<file path="config.mk">
export PLATFORM = sky130hd
export DESIGN_NAME = debounced_wire
export DESIGN_NICKNAME = d
export VERILOG_FILES = /design/src/rtl/debounced_wire_pkg.sv /design/src/rtl/debounce_channel.sv /design/src/rtl/debounced_wire.sv
export SDC_FILE = /design/constraint.sdc
export NUM_CORES = 1
export LEC_CHECK = 0
export CORE_MARGIN = 8
export CORE_UTILIZATION = 48
export CTS_BUF_LIST = sky130_fd_sc_hd__clkbuf_16
export DETAILED_ROUTE_END_ITERATION = 8
export GPL_ROUTABILITY_DRIVEN = 0
export PLACE_DENSITY = 0.66
export SYNTH_ARGS = -nofsm -noshare
export SYNTH_HDL_FRONTEND = slang
export SYNTH_SLANG_ARGS = --single-unit
</file>
<file path="constraint.sdc">
create_clock -name clk -period 4.5 [get_ports clk]
set_input_delay 1.125 -clock clk [delete_from_list [all_inputs] [get_ports clk]]
set_output_delay 1.125 -clock clk [all_outputs]
set_load 0.01 [all_outputs]
</file>
<file path="src/rtl/debounced_wire_pkg.sv">
// rtl/debounced_wire_pkg.sv - shared constants, helpers and filter encoding for debounced_wire
//
// Purpose : common definitions imported by debounce_channel and debounced_wire.
//   clog2          constant-function ceiling log2, used to size the per-channel counter
//   DEB_1MS_12MHZ  default debounce length (1 ms at 12 MHz)
//   filt_action_e  per-cycle filter decision; IDLE/COUNTING are implied by the counter value,
//                  COMMIT is the cycle in which out takes the synchronized level
// Optional feature macro: DEBOUNCED_WIRE_EDGE_EN (see debounced_wire.sv)

package debounced_wire_pkg;

   localparam int DEB_1MS_12MHZ = 12000;

   typedef enum logic [1:0] {
      FILT_IDLE     = 2'd0,
      FILT_COUNTING = 2'd1,
      FILT_COMMIT   = 2'd2
   } filt_action_e;

   function automatic int clog2(input int value);
      int r;
      r = 0;
      while ((1 << r) < value) begin
         r = r + 1;
      end
      return r;
   endfunction

endpackage

</file>
<file path="src/rtl/debounce_channel.sv">
// rtl/debounce_channel.sv - one synchronizer chain plus debounce filter for a single wire
//
// Purpose : brings one asynchronous input into the clk domain and only lets a new level
//           through after it has been stable for DEBOUNCE_CYCLES synchronized cycles.
// Ports   :
//   clk   in   system clock
//   rstn  in   asynchronous active-low reset
//   in    in   raw asynchronous input
//   out   out  debounced, registered level
//   rise  out  1-cycle pulse in the first cycle out shows 1 (DEBOUNCED_WIRE_EDGE_EN only)
//   fall  out  1-cycle pulse in the first cycle out shows 0 (DEBOUNCED_WIRE_EDGE_EN only)
// Optional feature macro: DEBOUNCED_WIRE_EDGE_EN

module debounce_channel
   import debounced_wire_pkg::*;
#(
   parameter int   SYNC_STAGES     = 2,
   parameter int   DEBOUNCE_CYCLES = DEB_1MS_12MHZ,
   parameter logic RESET_VAL       = 1'b0
) (
   input  logic clk,
   input  logic rstn,
   input  logic in,
`ifdef DEBOUNCED_WIRE_EDGE_EN
   output logic rise,
   output logic fall,
`endif
   output logic out
);

   localparam int             CW       = clog2(DEBOUNCE_CYCLES + 1);
   localparam logic [CW-1:0]  CNT_LAST = CW'(DEBOUNCE_CYCLES - 1);

   logic [SYNC_STAGES-1:0] sync_q;
   logic                   s;
   logic [CW-1:0]          cnt_q;
   filt_action_e           action;

   // Raw input is used nowhere except the first flop of this chain.
   always_ff @(posedge clk or negedge rstn) begin
      if (!rstn) begin
         sync_q <= {SYNC_STAGES{RESET_VAL}};
      end else begin
         sync_q <= {sync_q[SYNC_STAGES-2:0], in};
      end
   end

   assign s = sync_q[SYNC_STAGES-1];

   // Any cycle where the synchronized level agrees with out restarts the count, so only an
   // unbroken run of DEBOUNCE_CYCLES disagreeing cycles reaches COMMIT.
   always_comb begin
      action = FILT_IDLE;
      if (s != out) begin
         action = (cnt_q == CNT_LAST) ? FILT_COMMIT : FILT_COUNTING;
      end
   end

   // Counter is cleared on COMMIT, so it never exceeds CNT_LAST and cannot wrap.
   always_ff @(posedge clk or negedge rstn) begin
      if (!rstn) begin
         cnt_q <= '0;
         out   <= RESET_VAL;
      end else begin
         case (action)
            FILT_COUNTING: cnt_q <= cnt_q + CW'(1);
            FILT_COMMIT: begin
               cnt_q <= '0;
               out   <= s;
            end
            default: cnt_q <= '0;
         endcase
      end
   end

`ifdef DEBOUNCED_WIRE_EDGE_EN
   // Registered on the COMMIT decision so the pulse lines up with the first cycle out
   // shows the new level; equivalent to out & ~out_delayed without an extra compare.
   always_ff @(posedge clk or negedge rstn) begin
      if (!rstn) begin
         rise <= 1'b0;
         fall <= 1'b0;
      end else begin
         rise <= (action == FILT_COMMIT) &&  s;
         fall <= (action == FILT_COMMIT) && !s;
      end
   end
`endif

endmodule

</file>
<file path="src/rtl/debounced_wire.sv">
// rtl/debounced_wire.sv - WIDTH-channel synchronizing, debouncing pin-to-logic wire
//
// Purpose : sits directly behind the top-level pins; each bit is an independent
//           debounce_channel, so simultaneous changes commit per channel.
// Ports   :
//   clk   in   system clock
//   rstn  in   asynchronous active-low reset (release expected to be clk-synchronous)
//   in    in   [WIDTH] raw asynchronous inputs
//   out   out  [WIDTH] debounced, registered outputs
//   rise  out  [WIDTH] 0->1 pulses of out (DEBOUNCED_WIRE_EDGE_EN only)
//   fall  out  [WIDTH] 1->0 pulses of out (DEBOUNCED_WIRE_EDGE_EN only)
// Optional feature macro: DEBOUNCED_WIRE_EDGE_EN (adds rise/fall ports and edge flops)

module debounced_wire
   import debounced_wire_pkg::*;
#(
   parameter int   WIDTH           = 1,
   parameter int   SYNC_STAGES     = 2,
   parameter int   DEBOUNCE_CYCLES = DEB_1MS_12MHZ,
   parameter logic RESET_VAL       = 1'b0
) (
   input  logic             clk,
   input  logic             rstn,
   input  logic [WIDTH-1:0] in,
`ifdef DEBOUNCED_WIRE_EDGE_EN
   output logic [WIDTH-1:0] rise,
   output logic [WIDTH-1:0] fall,
`endif
   output logic [WIDTH-1:0] out
);

   for (genvar i = 0; i < WIDTH; i++) begin : g_ch
      debounce_channel #(
         .SYNC_STAGES     (SYNC_STAGES),
         .DEBOUNCE_CYCLES (DEBOUNCE_CYCLES),
         .RESET_VAL       (RESET_VAL)
      ) u_ch (
         .clk  (clk),
         .rstn (rstn),
         .in   (in[i]),
`ifdef DEBOUNCED_WIRE_EDGE_EN
         .rise (rise[i]),
         .fall (fall[i]),
`endif
         .out  (out[i])
      );
   end

endmodule

</file>
# After elaboration in Yosys (flattened, before gate mapping)
# Index checks and enable logic that the tools add are counted.
# word_totals
ff_bits	17
inputBits	3
# op_classes
add_sub_neg	1
n_eq_ne	4
mux	3
# op_table
cell	count
$add 14x1->14 const B	1
$eq 14x14->1 const B	1
$mux 14	1
$mux 2	2
$eq 2x1->1 const B	1
$eq 2x2->1 const B	1
$ne 1x1->1	1

# Longest topological paths before layout
# logic_depth
word_depth	5
ltp_mapped	6
depth_no_buf	5

# Least setup slack after synthesis
# Ideal clock, no wire load.
# synth_path
path_kind	register -> output
start	register g_ch[0].u_ch.out
end	output port out
arrival_ns	0.400
path_slack_ns	2.975
stages_incl_launch_ff	1
path_buffers	0
cell_sequence	dfrtp_1
# synth_rtl
element	line	rtl
start: declaration	debounce_channel.sv:28	output logic out
start signal: assignment	debounce_channel.sv:69	out <= s;
end: declaration	debounced_wire.sv:29	output logic [WIDTH-1:0] out
# No word-level cell between the ends.

# Worst setup path in the final report
# layout_path
start	register g_ch[0].u_ch.out
end	output port out
# No word-level cell between the ends.

==> out/metrics.yaml <==
status:
  outcome: "finished clean"
job:
  cap_violations: 0
timing:
  skew_ns: 0.00226
  setup_viol: 0
  fmax_mhz: 437
  worst_pin_slew_ns: 0.736
  fin_crit_ns: 2.29
  rsz0062_at_grt: "no"
  min_period_over_period_pct: 50.8
  tns_ns: 0
  slew_headroom_pct: 50.8
  hold_violations: 0
  maxSlewViolCount: 0
logic_synthesis:
  synthCells: 71
  ys_ff_latch: 17
  syn_avg_cell_area_um2: 11.3
  syn_nets: 76
  yosys.cell_types.count: 17
  syn_area_um2: 806
  yosys_warnings: 0
  synth-seq-area-share_pct: 52.8
placed_design:
  dp_cells: 90
  placed_cell_area_um2: 842
  io_buffers: 3
  dpl.hpwl_um: 918
routing:
  drc: 0
  avgViaCountPerCell: 5.46
  wirelength_um: 1410
  antenna_left: 0
  drtIter0Drc: 3
  wl_per_cell_um: 15.0
  route.vias.total: 513
  drtPass1Iterations: 3
die:
  die_w_um: 57.0
  core_area_um2: 1650
  row_count: 15
  dieArea_um2: 3250
  ioPinCount: 4
  start_util_pct: 48.8
  dieHeight_um: 57.0
global_route:
  grt_antenna_before_repair: 0
  grt_pass1_wl_um: 2440
  grt_pass1_vias: 525
  grt_max_degree: 18
  overflow: 0
  grtUsageTotal_pct: 9.77
critical_path:
  crit_path_end_kind: "output pin"
  cp_data_required_time_ns: 3.38
  crit_chain: "clkdlybuf4s50_1"
  crit_family: "buffers and inverters"
  arrival_ns: 1.16
  slowest_delay_ns: 0.55
  path_max_fanout: 3
  reg2regPathDepth: 5
  critPathLaunchType: "register"
  worst-path-stages: 1
  critPathKind: "register to output pin"
  crit_path_top_delay_cell: "clkdlybuf4s50_1"
  critPathBufInv: 1
clock_network:
  cts_sinks: 17
  cts-root-buf: "clkbuf_16"
  clk_pin_slew_ns: 0.05
  cts_buffers: 3
  clockBufferDepth: 2
  cts_tree: "yes"
  clkLatencyLatePin_ns: 0.25
  cts_resized: 0
  holdBufCountCts: 0
  cts_setup_buffers: 0
  htree_levels: 1
finish:
  instances_no_fill: 94
  area_growth_syn_to_layout_pct: 14.4
  drive_gt1_share_pct: 14.3
  diodes: 0
  final_cell_area_um2: 922
  finalNetCount: 83
min_path:
  hold-path-cell-count: 0
  hp-class: "register to register"
power:
  total_power_mw: 0.347
  ir_worst_vdd_mv: 0.399
  p_leak_nw: 0.437
  p_per_area_nw_per_um2: 377
worst paths after layout:
path | slack, ns | end | start
worst max-delay path | 2.21 | out | g_ch[0].u_ch.out
worst min-delay path | 0.34 | g_ch[0].u_ch.sync_q[1] | g_ch[0].u_ch.sync_q[0]
worst max register to register | 2.94 | g_ch[0].u_ch.cnt_q[4] | g_ch[0].u_ch.cnt_q[0]
worst min register to register | 0.34 | g_ch[0].u_ch.sync_q[1] | g_ch[0].u_ch.sync_q[0]
max in group asynchronous | 2.72 | g_ch[0].u_ch.cnt_q[8] | rstn
min in group asynchronous | 1.32 | g_ch[0].u_ch.cnt_q[10] | rstn
worst reg2reg max path: stages (launching register included):
cell and delay (ns):
dfrtp_1 0.42, ha_1 0.25, and3_2 0.25, and4_1 0.18, nand2b_4 0.22, nor2_1 0.16
stage by stage:
stage | worst slack (ns) | hold slack (ns) | util [%]
floorplan | 2.98 | 0.331 | -
global placement | 2.41 | 0.335 | 51.0
detailed placement | 2.40 | 0.336 | 51.0
CTS | 2.20 | 0.347 | 55.8
global route | 2.18 | 0.364 | 55.8
finish | 2.21 | 0.344 | 55.8
cell usage in the layout (no fill, tap or decap):
cell / n
nor4b_2: 1
nand2b_4: 1
nor2_1: 14
mux2_2: 1
ha_1: 2
nand2_1: 3
clkinv_2: 1
and3_1: 2
nand3_1: 4
and4_1: 4
clkbuf_16: 3
dfrtp_1: 17
inv_1: 1
clkdlybuf4s50_1: 3
and3_2: 3
xnor2_1: 2
and4_2: 1
xor2_1: 11
nand4_1: 3
report_power, final:
group / switching, mW / total (mW) / internal (mW) / leakage [nW]
combinational: 0.00701 / 0.0112 / 0.00417 / 0.166
sequential: 0.00291 / 0.159 / 0.156 / 0.230
clock: 0.0580 / 0.177 / 0.119 / 0.0409
total: 0.0679 / 0.347 / 0.279 / 0.437
layout make-up:
cell class                 count  area (µm²)
fill                         148         729
sequential                    17         425
multi-input combinational     52         362
clock buffer                   3        75.1
timing repair buffer           3        30.0
tap                           17        21.3
clock inverter                 1        5.00
inverter                       1        3.75
state kept, by name (all words and copies together) (netlist names):
signal            cells
g_ch.u_ch.out         1
g_ch.u_ch.sync_q      2
g_ch.u_ch.cnt_q      14
cells in the mapped netlist:
library cell	n	area share (%)
nor2_1	14	6.5
inv_1	1	0.47
and4_1	4	4.3
nand2_1	3	1.4
mux2_2	1	1.4
nor4b_2	1	1.9
nand4_1	3	2.3
and3_2	3	2.8
nand3_1	4	2.5
dfrtp_1	17	53
and3_1	2	1.6
and4_2	1	1.2
buf_8	1	1.9
ha_1	2	3.1
nand2b_4	1	1.7
xor2_1	11	12
xnor2_1	2	2.2
routing by layer:
| metal | vias to the layer above | global-route usage (%) | wire length, µm |
|---|---|---|---|
| met3 | 2 | 4.88 | 61 |
| met4 | 0 | 4.36 | 9 |
| li1 | 255 | - | - |
| met1 | 252 | 10.8 | 632 |
| met5 | - | 0 | 0 |
| met2 | 4 | 15.3 | 706 |
kinds of logic (layout without fill, tap and decap cells):
family                   after synthesis  in the layout  synth area share (%)
AND/OR/NAND/NOR                       36             36                  26.2
flip-flops                            17             17                  52.8
XOR/XNOR                              13             13                  14.1
adder cells (fa/ha/maj)                2              2                  3.11
buffers and inverters                  2              8                  2.33
multiplexers                           1              1                  1.40
(Power assumes the default switching activity.)
